File: src/rtl/axi_fabric_csr_v2.sv
// rtl/axi_fabric_csr_v2.sv - AXI4-Lite control/status slave for the ternary fabric
// Purpose: decodes host AXI4-Lite writes into fabric configuration registers and
//   weight/input SRAM write strobes, and serves reads of results, zero-skip
//   counters and profiling counters. Keeps a sticky done flag and locks the
//   configuration and SRAM windows while a run is in progress.
// Ports:
//   s_axi_aclk, s_axi_aresetn      clock, asynchronous active-low reset
//   s_axi_aw*/w*/b*/ar*/r*         AXI4-Lite slave channels
//   fabric_base_addr..lane_mask    configuration outputs
//   fabric_start / fabric_done     run request level / completion input
//   vector_results, skip_counts    per-lane 32-bit values, lane i at [i*32+:32]
//   cycle_count, utilization_count profiling counters
//   sram_waddr/sram_wdata          SRAM write address/data
//   sram_we_weight/sram_we_input   one-cycle SRAM write strobes
//   irq                            (TFAB_IRQ_EN only) done_sticky & IRQ_ENABLE, registered
// Build option: define TFAB_IRQ_EN to add irq and the IRQ_ENABLE register at 0x028.
module axi_fabric_csr_v2 #(
  parameter int ADDR_WIDTH = 32,
  parameter int NUM_LANES  = 15,
  parameter int SRAM_AW    = 10,
  parameter int SRAM_DW    = 24
) (
  input  logic                      s_axi_aclk,
  input  logic                      s_axi_aresetn,
  input  logic [ADDR_WIDTH-1:0]     s_axi_awaddr,
  input  logic                      s_axi_awvalid,
  output logic                      s_axi_awready,
  input  logic [31:0]               s_axi_wdata,
  input  logic [3:0]                s_axi_wstrb,
  input  logic                      s_axi_wvalid,
  output logic                      s_axi_wready,
  output logic [1:0]                s_axi_bresp,
  output logic                      s_axi_bvalid,
  input  logic                      s_axi_bready,
  input  logic [ADDR_WIDTH-1:0]     s_axi_araddr,
  input  logic                      s_axi_arvalid,
  output logic                      s_axi_arready,
  output logic [31:0]               s_axi_rdata,
  output logic [1:0]                s_axi_rresp,
  output logic                      s_axi_rvalid,
  input  logic                      s_axi_rready,
  output logic [ADDR_WIDTH-1:0]     fabric_base_addr,
  output logic [15:0]               fabric_depth,
  output logic [7:0]                fabric_stride,
  output logic [31:0]               fabric_exec_hints,
  output logic [15:0]               fabric_lane_count,
  output logic [NUM_LANES-1:0]      fabric_lane_mask,
  output logic                      fabric_start,
  input  logic                      fabric_done,
  input  logic [NUM_LANES*32-1:0]   vector_results,
  input  logic [NUM_LANES*32-1:0]   skip_counts,
  input  logic [31:0]               cycle_count,
  input  logic [31:0]               utilization_count,
`ifdef TFAB_IRQ_EN
  output logic                      irq,
`endif
  output logic [SRAM_AW-1:0]        sram_waddr,
  output logic [SRAM_DW-1:0]        sram_wdata,
  output logic                      sram_we_weight,
  output logic                      sram_we_input
);

  localparam logic [16:0] SRAM_SPAN = 17'(4 << SRAM_AW);
  localparam logic [31:0] ID_VALUE  = {8'h02, 8'(NUM_LANES), 16'h7E81};

  typedef enum logic [1:0] {W_IDLE, W_GOTA, W_GOTD, W_RESP} wstate_t;

  function automatic logic [31:0] f_merge(input logic [31:0] old_v, input logic [31:0] new_v,
                                          input logic [3:0] strb);
    logic [31:0] v;
    v = old_v;
    for (int b = 0; b < 4; b++)
      if (strb[b]) v[b*8 +: 8] = new_v[b*8 +: 8];
    return v;
  endfunction

  wstate_t                r_wstate, w_wstate_nxt;
  logic [15:0]            r_awaddr;
  logic [31:0]            r_wdata;
  logic [3:0]             r_wstrb;
  logic [1:0]             r_bresp;
  logic                   r_rvalid;
  logic [31:0]            r_rdata;
  logic [1:0]             r_rresp;
  logic [ADDR_WIDTH-1:0]  r_base;
  logic [15:0]            r_depth;
  logic [7:0]             r_stride;
  logic [31:0]            r_hints;
  logic [15:0]            r_lcount;
  logic [NUM_LANES-1:0]   r_mask;
  logic                   r_start;
  logic                   r_sticky;
  logic [SRAM_AW-1:0]     r_sram_waddr;
  logic [SRAM_DW-1:0]     r_sram_wdata;
  logic                   r_we_w;
  logic                   r_we_i;
`ifdef TFAB_IRQ_EN
  logic                   r_irq_en;
  logic                   r_irq;
`endif

  logic                   w_commit;
  logic [15:0]            w_waddr16;
  logic [15:0]            w_wword;
  logic [31:0]            w_wdata_sel;
  logic [3:0]             w_wstrb_sel;
  logic                   w_is_cfg;
  logic                   w_in_wwin;
  logic                   w_in_iwin;
  logic                   w_werr;
  logic                   w_ok;
  logic [31:0]            w_cfg_old;
  logic [31:0]            w_merged;
  logic [15:0]            w_lc_clamped;
  logic                   w_start_set;
  logic                   w_sticky_clr;
  logic [15:0]            w_rword;
  logic [31:0]            w_rd_data;
  logic                   w_rd_err;
  logic                   w_unused;

  // ---------------- write FSM: state register ----------------
  always_ff @(posedge s_axi_aclk or negedge s_axi_aresetn) begin
    if (!s_axi_aresetn) r_wstate <= W_IDLE;
    else                r_wstate <= w_wstate_nxt;
  end

  // ---------------- write FSM: next state ----------------
  always_comb begin
    w_wstate_nxt = r_wstate;
    case (r_wstate)
      W_IDLE: begin
        if (s_axi_awvalid && s_axi_wvalid) w_wstate_nxt = W_RESP;
        else if (s_axi_awvalid)            w_wstate_nxt = W_GOTA;
        else if (s_axi_wvalid)             w_wstate_nxt = W_GOTD;
      end
      W_GOTA:  if (s_axi_wvalid)  w_wstate_nxt = W_RESP;
      W_GOTD:  if (s_axi_awvalid) w_wstate_nxt = W_RESP;
      default: if (s_axi_bready)  w_wstate_nxt = W_IDLE;
    endcase
  end

  // ---------------- write FSM: outputs ----------------
  always_comb begin
    s_axi_awready = (r_wstate == W_IDLE) || (r_wstate == W_GOTD);
    s_axi_wready  = (r_wstate == W_IDLE) || (r_wstate == W_GOTA);
    s_axi_bvalid  = (r_wstate == W_RESP);
  end

  assign s_axi_bresp = r_bresp;
  // The transaction commits on the edge where the second half (or both) is accepted.
  assign w_commit    = (r_wstate != W_RESP) && (w_wstate_nxt == W_RESP);

  // Whichever half arrived first was latched; the other comes straight off the bus.
  assign w_waddr16   = (r_wstate == W_GOTA) ? r_awaddr : s_axi_awaddr[15:0];
  assign w_wdata_sel = (r_wstate == W_GOTD) ? r_wdata  : s_axi_wdata;
  assign w_wstrb_sel = (r_wstate == W_GOTD) ? r_wstrb  : s_axi_wstrb;
  assign w_wword     = {w_waddr16[15:2], 2'b00};

  assign w_is_cfg  = (w_wword >= 16'h0008) && (w_wword <= 16'h001C);
  assign w_in_wwin = ({1'b0, w_wword} >= 17'h01000) && ({1'b0, w_wword} < 17'h01000 + SRAM_SPAN);
  assign w_in_iwin = ({1'b0, w_wword} >= 17'h02000) && ({1'b0, w_wword} < 17'h02000 + SRAM_SPAN);

  // Anything not explicitly writable (RO offsets, result/skip windows, holes) is SLVERR.
  always_comb begin
    w_werr = 1'b1;
    if (w_wword == 16'h0000 || w_wword == 16'h0004) w_werr = 1'b0;
    else if (w_is_cfg)                               w_werr = r_start;
    else if (w_in_wwin || w_in_iwin)                 w_werr = r_start || (w_wstrb_sel[2:0] != 3'b111);
`ifdef TFAB_IRQ_EN
    else if (w_wword == 16'h0028)                    w_werr = 1'b0;
`endif
  end

  assign w_ok         = w_commit && !w_werr;
  assign w_start_set  = w_ok && (w_wword == 16'h0000) && w_wstrb_sel[0] && w_wdata_sel[0];
  assign w_sticky_clr = w_ok && (w_wword == 16'h0004) && w_wstrb_sel[0] && w_wdata_sel[1];

  always_comb begin
    w_cfg_old = '0;
    case (w_wword[4:2])
      3'd2:    w_cfg_old = 32'(r_base);
      3'd3:    w_cfg_old = 32'(r_depth);
      3'd4:    w_cfg_old = 32'(r_stride);
      3'd5:    w_cfg_old = r_hints;
      3'd6:    w_cfg_old = 32'(r_lcount);
      3'd7:    w_cfg_old = 32'(r_mask);
      default: w_cfg_old = '0;
    endcase
  end

  assign w_merged = f_merge(w_cfg_old, w_wdata_sel, w_wstrb_sel);

  always_comb begin
    if (w_merged[15:0] == 16'd0)                  w_lc_clamped = 16'd1;
    else if (w_merged[15:0] > 16'(NUM_LANES))     w_lc_clamped = 16'(NUM_LANES);
    else                                          w_lc_clamped = w_merged[15:0];
  end

  // ---------------- write datapath and registers ----------------
  always_ff @(posedge s_axi_aclk or negedge s_axi_aresetn) begin
    if (!s_axi_aresetn) begin
      r_awaddr     <= '0;
      r_wdata      <= '0;
      r_wstrb      <= '0;
      r_bresp      <= 2'b00;
      r_base       <= '0;
      r_depth      <= '0;
      r_stride     <= '0;
      r_hints      <= '0;
      r_lcount     <= 16'(NUM_LANES);
      r_mask       <= '1;
      r_start      <= 1'b0;
      r_sticky     <= 1'b0;
      r_sram_waddr <= '0;
      r_sram_wdata <= '0;
      r_we_w       <= 1'b0;
      r_we_i       <= 1'b0;
    end else begin
      if (s_axi_awvalid && s_axi_awready) r_awaddr <= s_axi_awaddr[15:0];
      if (s_axi_wvalid && s_axi_wready) begin
        r_wdata <= s_axi_wdata;
        r_wstrb <= s_axi_wstrb;
      end
      if (w_commit) r_bresp <= w_werr ? 2'b10 : 2'b00;

      if (w_ok && w_is_cfg) begin
        case (w_wword[4:2])
          3'd2:    r_base   <= ADDR_WIDTH'(w_merged);
          3'd3:    r_depth  <= w_merged[15:0];
          3'd4:    r_stride <= w_merged[7:0];
          3'd5:    r_hints  <= w_merged;
          3'd6:    r_lcount <= w_lc_clamped;
          default: r_mask   <= w_merged[NUM_LANES-1:0];
        endcase
      end

      // A start request overrides a coincident done: the new run stays requested.
      if (w_start_set) begin
        r_start  <= 1'b1;
        r_sticky <= 1'b0;
      end else begin
        if (fabric_done)             r_start  <= 1'b0;
        if (fabric_done && r_start)  r_sticky <= 1'b1;
        else if (w_sticky_clr)       r_sticky <= 1'b0;
      end

      r_we_w <= w_ok && w_in_wwin;
      r_we_i <= w_ok && w_in_iwin;
      if (w_ok && (w_in_wwin || w_in_iwin)) begin
        r_sram_waddr <= w_waddr16[SRAM_AW+1:2];
        r_sram_wdata <= w_wdata_sel[SRAM_DW-1:0];
      end
    end
  end

`ifdef TFAB_IRQ_EN
  always_ff @(posedge s_axi_aclk or negedge s_axi_aresetn) begin
    if (!s_axi_aresetn) begin
      r_irq_en <= 1'b0;
      r_irq    <= 1'b0;
    end else begin
      if (w_ok && (w_wword == 16'h0028) && w_wstrb_sel[0]) r_irq_en <= w_wdata_sel[0];
      r_irq <= r_sticky && r_irq_en;
    end
  end
  assign irq = r_irq;
`endif

  // ---------------- read decode ----------------
  assign w_rword = {s_axi_araddr[15:2], 2'b00};

  always_comb begin
    w_rd_data = '0;
    w_rd_err  = 1'b0;
    case (w_rword)
      16'h0000: w_rd_data = {31'd0, r_start};
      16'h0004: w_rd_data = {30'd0, r_sticky, r_start};
      16'h0008: w_rd_data = 32'(r_base);
      16'h000C: w_rd_data = 32'(r_depth);
      16'h0010: w_rd_data = 32'(r_stride);
      16'h0014: w_rd_data = r_hints;
      16'h0018: w_rd_data = 32'(r_lcount);
      16'h001C: w_rd_data = 32'(r_mask);
      16'h0020: w_rd_data = cycle_count;
      16'h0024: w_rd_data = utilization_count;
`ifdef TFAB_IRQ_EN
      16'h0028: w_rd_data = {31'd0, r_irq_en};
`endif
      16'h002C: w_rd_data = ID_VALUE;
      default: begin
        w_rd_err = 1'b1;
        // 0x1xx holds results, 0x2xx skip counters; bit 9 picks between them.
        if (w_rword[15:8] == 8'h01 || w_rword[15:8] == 8'h02) begin
          for (int k = 0; k < NUM_LANES; k++) begin
            if (w_rword[7:2] == 6'(k)) begin
              w_rd_err  = 1'b0;
              w_rd_data = w_rword[9] ? skip_counts[k*32 +: 32] : vector_results[k*32 +: 32];
            end
          end
        end
      end
    endcase
  end

  always_ff @(posedge s_axi_aclk or negedge s_axi_aresetn) begin
    if (!s_axi_aresetn) begin
      r_rvalid <= 1'b0;
      r_rdata  <= '0;
      r_rresp  <= 2'b00;
    end else if (s_axi_arvalid && !r_rvalid) begin
      r_rvalid <= 1'b1;
      r_rdata  <= w_rd_err ? 32'hDEADBEEF : w_rd_data;
      r_rresp  <= w_rd_err ? 2'b10 : 2'b00;
    end else if (r_rvalid && s_axi_rready) begin
      r_rvalid <= 1'b0;
    end
  end

  assign s_axi_arready = !r_rvalid;
  assign s_axi_rvalid  = r_rvalid;
  assign s_axi_rdata   = r_rdata;
  assign s_axi_rresp   = r_rresp;

  assign fabric_base_addr  = r_base;
  assign fabric_depth      = r_depth;
  assign fabric_stride     = r_stride;
  assign fabric_exec_hints = r_hints;
  assign fabric_lane_count = r_lcount;
  assign fabric_lane_mask  = r_mask;
  assign fabric_start      = r_start;
  assign sram_waddr        = r_sram_waddr;
  assign sram_wdata        = r_sram_wdata;
  assign sram_we_weight    = r_we_w;
  assign sram_we_input     = r_we_i;

  // Only addr[15:0] is decoded; byte-offset bits are ignored.
  assign w_unused = ^{s_axi_awaddr, s_axi_araddr, w_waddr16[1:0]};

endmodule

File: config.mk
export PLATFORM = sky130hd
export DESIGN_NAME = axi_fabric_csr_v2
export DESIGN_NICKNAME = d
export VERILOG_FILES = /design/src/rtl/axi_fabric_csr_v2.sv
export SDC_FILE = /design/constraint.sdc
export NUM_CORES = 1
export LEC_CHECK = 0
export BUFFER_PORTS_ARGS = -buffer_cell sky130_fd_sc_hd__buf_4
export CELL_PAD_IN_SITES_DETAIL_PLACEMENT = 0
export CELL_PAD_IN_SITES_GLOBAL_PLACEMENT = 1
export CORE_AREA = 2 2 513 515
export CTS_BUF_LIST = sky130_fd_sc_hd__clkbuf_16
export DETAILED_ROUTE_END_ITERATION = 6
export DIE_AREA = 0 0 515 517
export PLACE_DENSITY = 0.37
export SYNTH_ARGS = -nofsm -noshare
export SYNTH_HDL_FRONTEND = slang
export SYNTH_SLANG_ARGS = --single-unit
File: constraint.sdc
create_clock -name s_axi_aclk -period 2.4 [get_ports s_axi_aclk]
set_input_delay 0.48 -clock s_axi_aclk [delete_from_list [all_inputs] [get_ports s_axi_aclk]]
set_output_delay 0.48 -clock s_axi_aclk [all_outputs]
set_load 0.01 [all_outputs]
==> flow_metrics.tcl <==
set metrics [dict create \
    drv_slew 0 \
    timing.setup.critical_path_class "flip-flop to flip-flop" \
    critical_path_arrival_ps 3260 \
    failed_checks "design-rule violations, negative setup slack" \
    syn_inst 2343 \
    core_area_mm2 0.261 \
    placed_cells 7542 \
    pin_count_of_the_biggest_net_entering_global_routing 41 \
    ios 1329 \
    chipWidth_um 515 \
    post_drt_via_cell_ratio 3.97 \
    routed_wl_um 307000 \
    clk_latency_ps 660 \
    worstRegToRegCells 11 \
    design.die.area_mm2 0.266 \
    fmax_mhz 373 \
    yosys-top-cells-count "sky130_fd_sc_hd__mux2i_1 (439), sky130_fd_sc_hd__o21ai_0 (254), sky130_fd_sc_hd__dfrtp_1 (225)" \
    hold_class "input pin to flip-flop" \
    route.detailed.drc 4 \
    synth_largest_area_cell "sky130_fd_sc_hd__dfrtp_1" \
    clock_tree_buffer_depth 3 \
    timing.max_cap.violations 0 \
    number_of_global_route_vias_before_repair 30900 \
    cell_area_synth_mm2 0.0210 \
    finish.instance_area_mm2 0.0479 \
    rsz0062_at_grt "true" \
    result_of_the_run "finished with violations" \
    synthTopCellsByArea "sky130_fd_sc_hd__dfrtp_1 (27%), sky130_fd_sc_hd__mux2i_1 (21%), sky130_fd_sc_hd__mux2_2 (6.3%)" \
    tritoncts_num_sinks 244 \
    synthFlopType "sky130_fd_sc_hd__dfrtp_1" \
    worstSetupEndpointType "flip-flop" \
    crit-reg2reg-launch "r_wstate[0]" \
    drt_first_pass_iters 7 \
    clkTransAtPathRegs_ps 60 \
    count_of_final_setup_violators 148 \
    synth-async-reset-ratio 1.00 \
    clock_tree.htree_level_count 2 \
    io_buffer_count 1290 \
    post-route-worst-setup-slack_ps -282 \
    yosys.cell_count.top_type "sky130_fd_sc_hd__mux2i_1" \
    synth.yosys.seq_area_share 0.292 \
    r2r_slack_ps -280 \
    number_of_flip_flops_and_latches_in_the_synthesized_netlist 244 \
    tritoncts_clock_tree "yes" \
    initial_util 0.0805 \
    dr_total_vias 31200 \
    synth.avg_cell_area_um2 8.97 \
    dpl.hpwl_um 267000 \
    dr.first_iter.drc_count 2650 \
    ys.warnings.count 0 \
    max_slew.worst_pin.slew_ps 1020 \
    final-hold-violation-count 0 \
    power_density_mw_per_mm2 487 \
    fin_nets 5474 \
    peakVddDrop_v 0.000560 \
    critical_path.startpoint_type "flip-flop" \
    area_growth_pct 128 \
    placementRows 188 \
    power.static_leakage_nw 21.2 \
    clock_skew_ps 44.8 \
    synth.lib_cells_used.distinct 89 \
    required_time_at_the_endpoint_of_the_critical_path_ps 2980 \
    post-synth-top-area-fraction 0.268 \
    period_minus_slack_ps 2680 \
    route.detailed.wl_per_inst_um 39.0 \
    post_synth_edffs 0 \
    place_area_mm2 0.0404 \
    gpl.final_weighted_congestion 0.954 \
    num-fill-cells 29300 \
    slew_headroom 0.319 \
    total_track_usage 0.216 \
    r2r-end "fabric_lane_count[0]" \
    ant_nets 0 \
    worstHoldPathCells 2 \
    min_to "r_wdata[10]" \
    grt_antenna_before_repair 230 \
    hp-start "s_axi_wdata[10]" \
    ctsRootBufferMaster "sky130_fd_sc_hd__clkbuf_16" \
    grt_first_pass_wirelength_um 367000 \
    die_height_um 517 \
    overflow 0 \
    layout.cells.non_filler 7870 \
    worstPathMaxFanout 6 \
    layout-drive-gt1-share 0.654 \
    final.period_utilization 1.12 \
    cts_inserted_buffers 40 \
]
worst max-delay path by stage:
stage	from	endpoint	slack [ps]	cells after the start
final	r_wstate[0]	fabric_lane_count[0]	-280	11
after global routing	r_wstate[0]	fabric_lane_count[0]	-370	11
after CTS	r_wstate[0]	fabric_lane_count[3]	-250	11
after detailed placement	s_axi_araddr[9]	s_axi_rdata[5]	-1690	12
after global placement	s_axi_araddr[9]	s_axi_rdata[14]	-1670	12
after floorplan	s_axi_araddr[5]	s_axi_rdata[29]	-10	10
critical path, cell delays in order (launching register included):
cell and delay [ps]:
sky130_fd_sc_hd__dfrtp_1 410, sky130_fd_sc_hd__buf_6 140, sky130_fd_sc_hd__buf_12 120, sky130_fd_sc_hd__nor2b_4 280, sky130_fd_sc_hd__mux2_4 420, sky130_fd_sc_hd__buf_6 150, sky130_fd_sc_hd__a221o_1 290, sky130_fd_sc_hd__o22ai_2 190
sky130_fd_sc_hd__nand2_2 100, sky130_fd_sc_hd__nor4_4 270, sky130_fd_sc_hd__buf_6 170, sky130_fd_sc_hd__a21oi_2 50
per-layer routing:
| layer | GRT usage | wire, µm |
|---|---|---|
| met4 | 0.0969 | 14600 |
| met3 | 0.0732 | 26500 |
| met5 | 0 | 632 |
| met1 | 0.239 | 114000 |
| met2 | 0.373 | 152000 |
cells by family (layout without fill, tap and decap cells):
logic type / after synthesis / in the layout / synth area share
simple gates: 467 / 470 / 0.107
flops: 244 / 244 / 0.292
compound gates: 831 / 831 / 0.256
buf+inv: 226 / 2252 / 0.0566
other cells: 1 / 79 / 0.000178
mux: 572 / 572 / 0.288
xor+xnor: 2 / 2 / 0.000833
stage by stage:
step            util  hold slack, ps  total power, mW  setup TNS [ps]  setup slack (ps)
5_1_grt        0.183            36.7             24.4          -29300              -368
3_5_place_dp   0.155             435             14.8          -87130             -1690
6_report       0.184            74.9             23.3          -15480              -282
3_3_place_gp   0.155             440             14.8          -86360             -1670
2_1_floorplan      -             184             8.75           -17.4             -13.9
4_1_cts        0.171            5.07             22.7          -13780              -246
where the power goes:
group	switching, mW	internal, mW	total, mW
Combinational	5.54	5.97	11.5
Sequential	0.682	4.84	5.53
Clock	2.68	3.61	6.30
cell type report:
cell class	count	area, µm²	share of cell area
Timing Repair Buffer	2165	19200	0.402
Clock buffer	40	1000	0.0209
Antenna cell	77	193	0.00402
Sequential cell	244	6130	0.128
Clock inverter	33	358	0.00747
Inverter	14	56.3	0.00117
Tap cell	3420	4280	0.0893
Multi-Input combinational cell	1877	16700	0.348
registers in the layout (all words and copies together), names as in the netlist:
name,cells
r_sticky,1
r_awaddr,14
s_axi_rdata,32
s_axi_rresp,1
r_wdata,32
fabric_depth,16
sram_waddr,10
sram_we_weight,1
fabric_stride,8
sram_we_input,1
s_axi_bresp,1
fabric_lane_mask,15
fabric_start,1
s_axi_rvalid,1
fabric_exec_hints,32
fabric_base_addr,32
r_wstate,2
r_wstrb,4
fabric_lane_count,16
sram_wdata,24
layout by cell type (no fill, tap or decap), drive strengths merged, types with 6 or more instances in the layout:
| master | instances |
|---|---|
| a2111oi | 9 |
| a211oi | 31 |
| a21o | 9 |
| a21oi | 143 |
| a221o | 9 |
| a221oi | 37 |
| a222oi | 33 |
| a22o | 15 |
| a22oi | 60 |
| a31o | 6 |
| a31oi | 23 |
| and2 | 16 |
| buf | 2132 |
| clkbuf | 64 |
| clkinv | 15 |
| dfrtp | 225 |
| dfstp | 19 |
| diode | 77 |
| inv | 24 |
| mux2 | 118 |
| mux2i | 440 |
| mux4 | 14 |
| nand2 | 224 |
| nand2b | 12 |
| nand3 | 25 |
| nand4 | 7 |
| nor2 | 83 |
| nor2b | 24 |
| nor3 | 25 |
| nor4 | 20 |
| o2111ai | 6 |
| o211ai | 15 |
| o21ai | 279 |
| o221ai | 25 |
| o22ai | 96 |
| or2 | 7 |
repair_timing:
item | 4_1_cts | 5_1_grt
resized for setup | 413 | 557
setup endpoints to repair | 186 | 180
gates cloned | 22 | 28
pin swaps | 81 | 169
hold buffers | 4 | 0
hold endpoints to repair | 35 | 0
setup buffers | 74 | 85
Note: power is estimated with default switching activity, not from simulation.
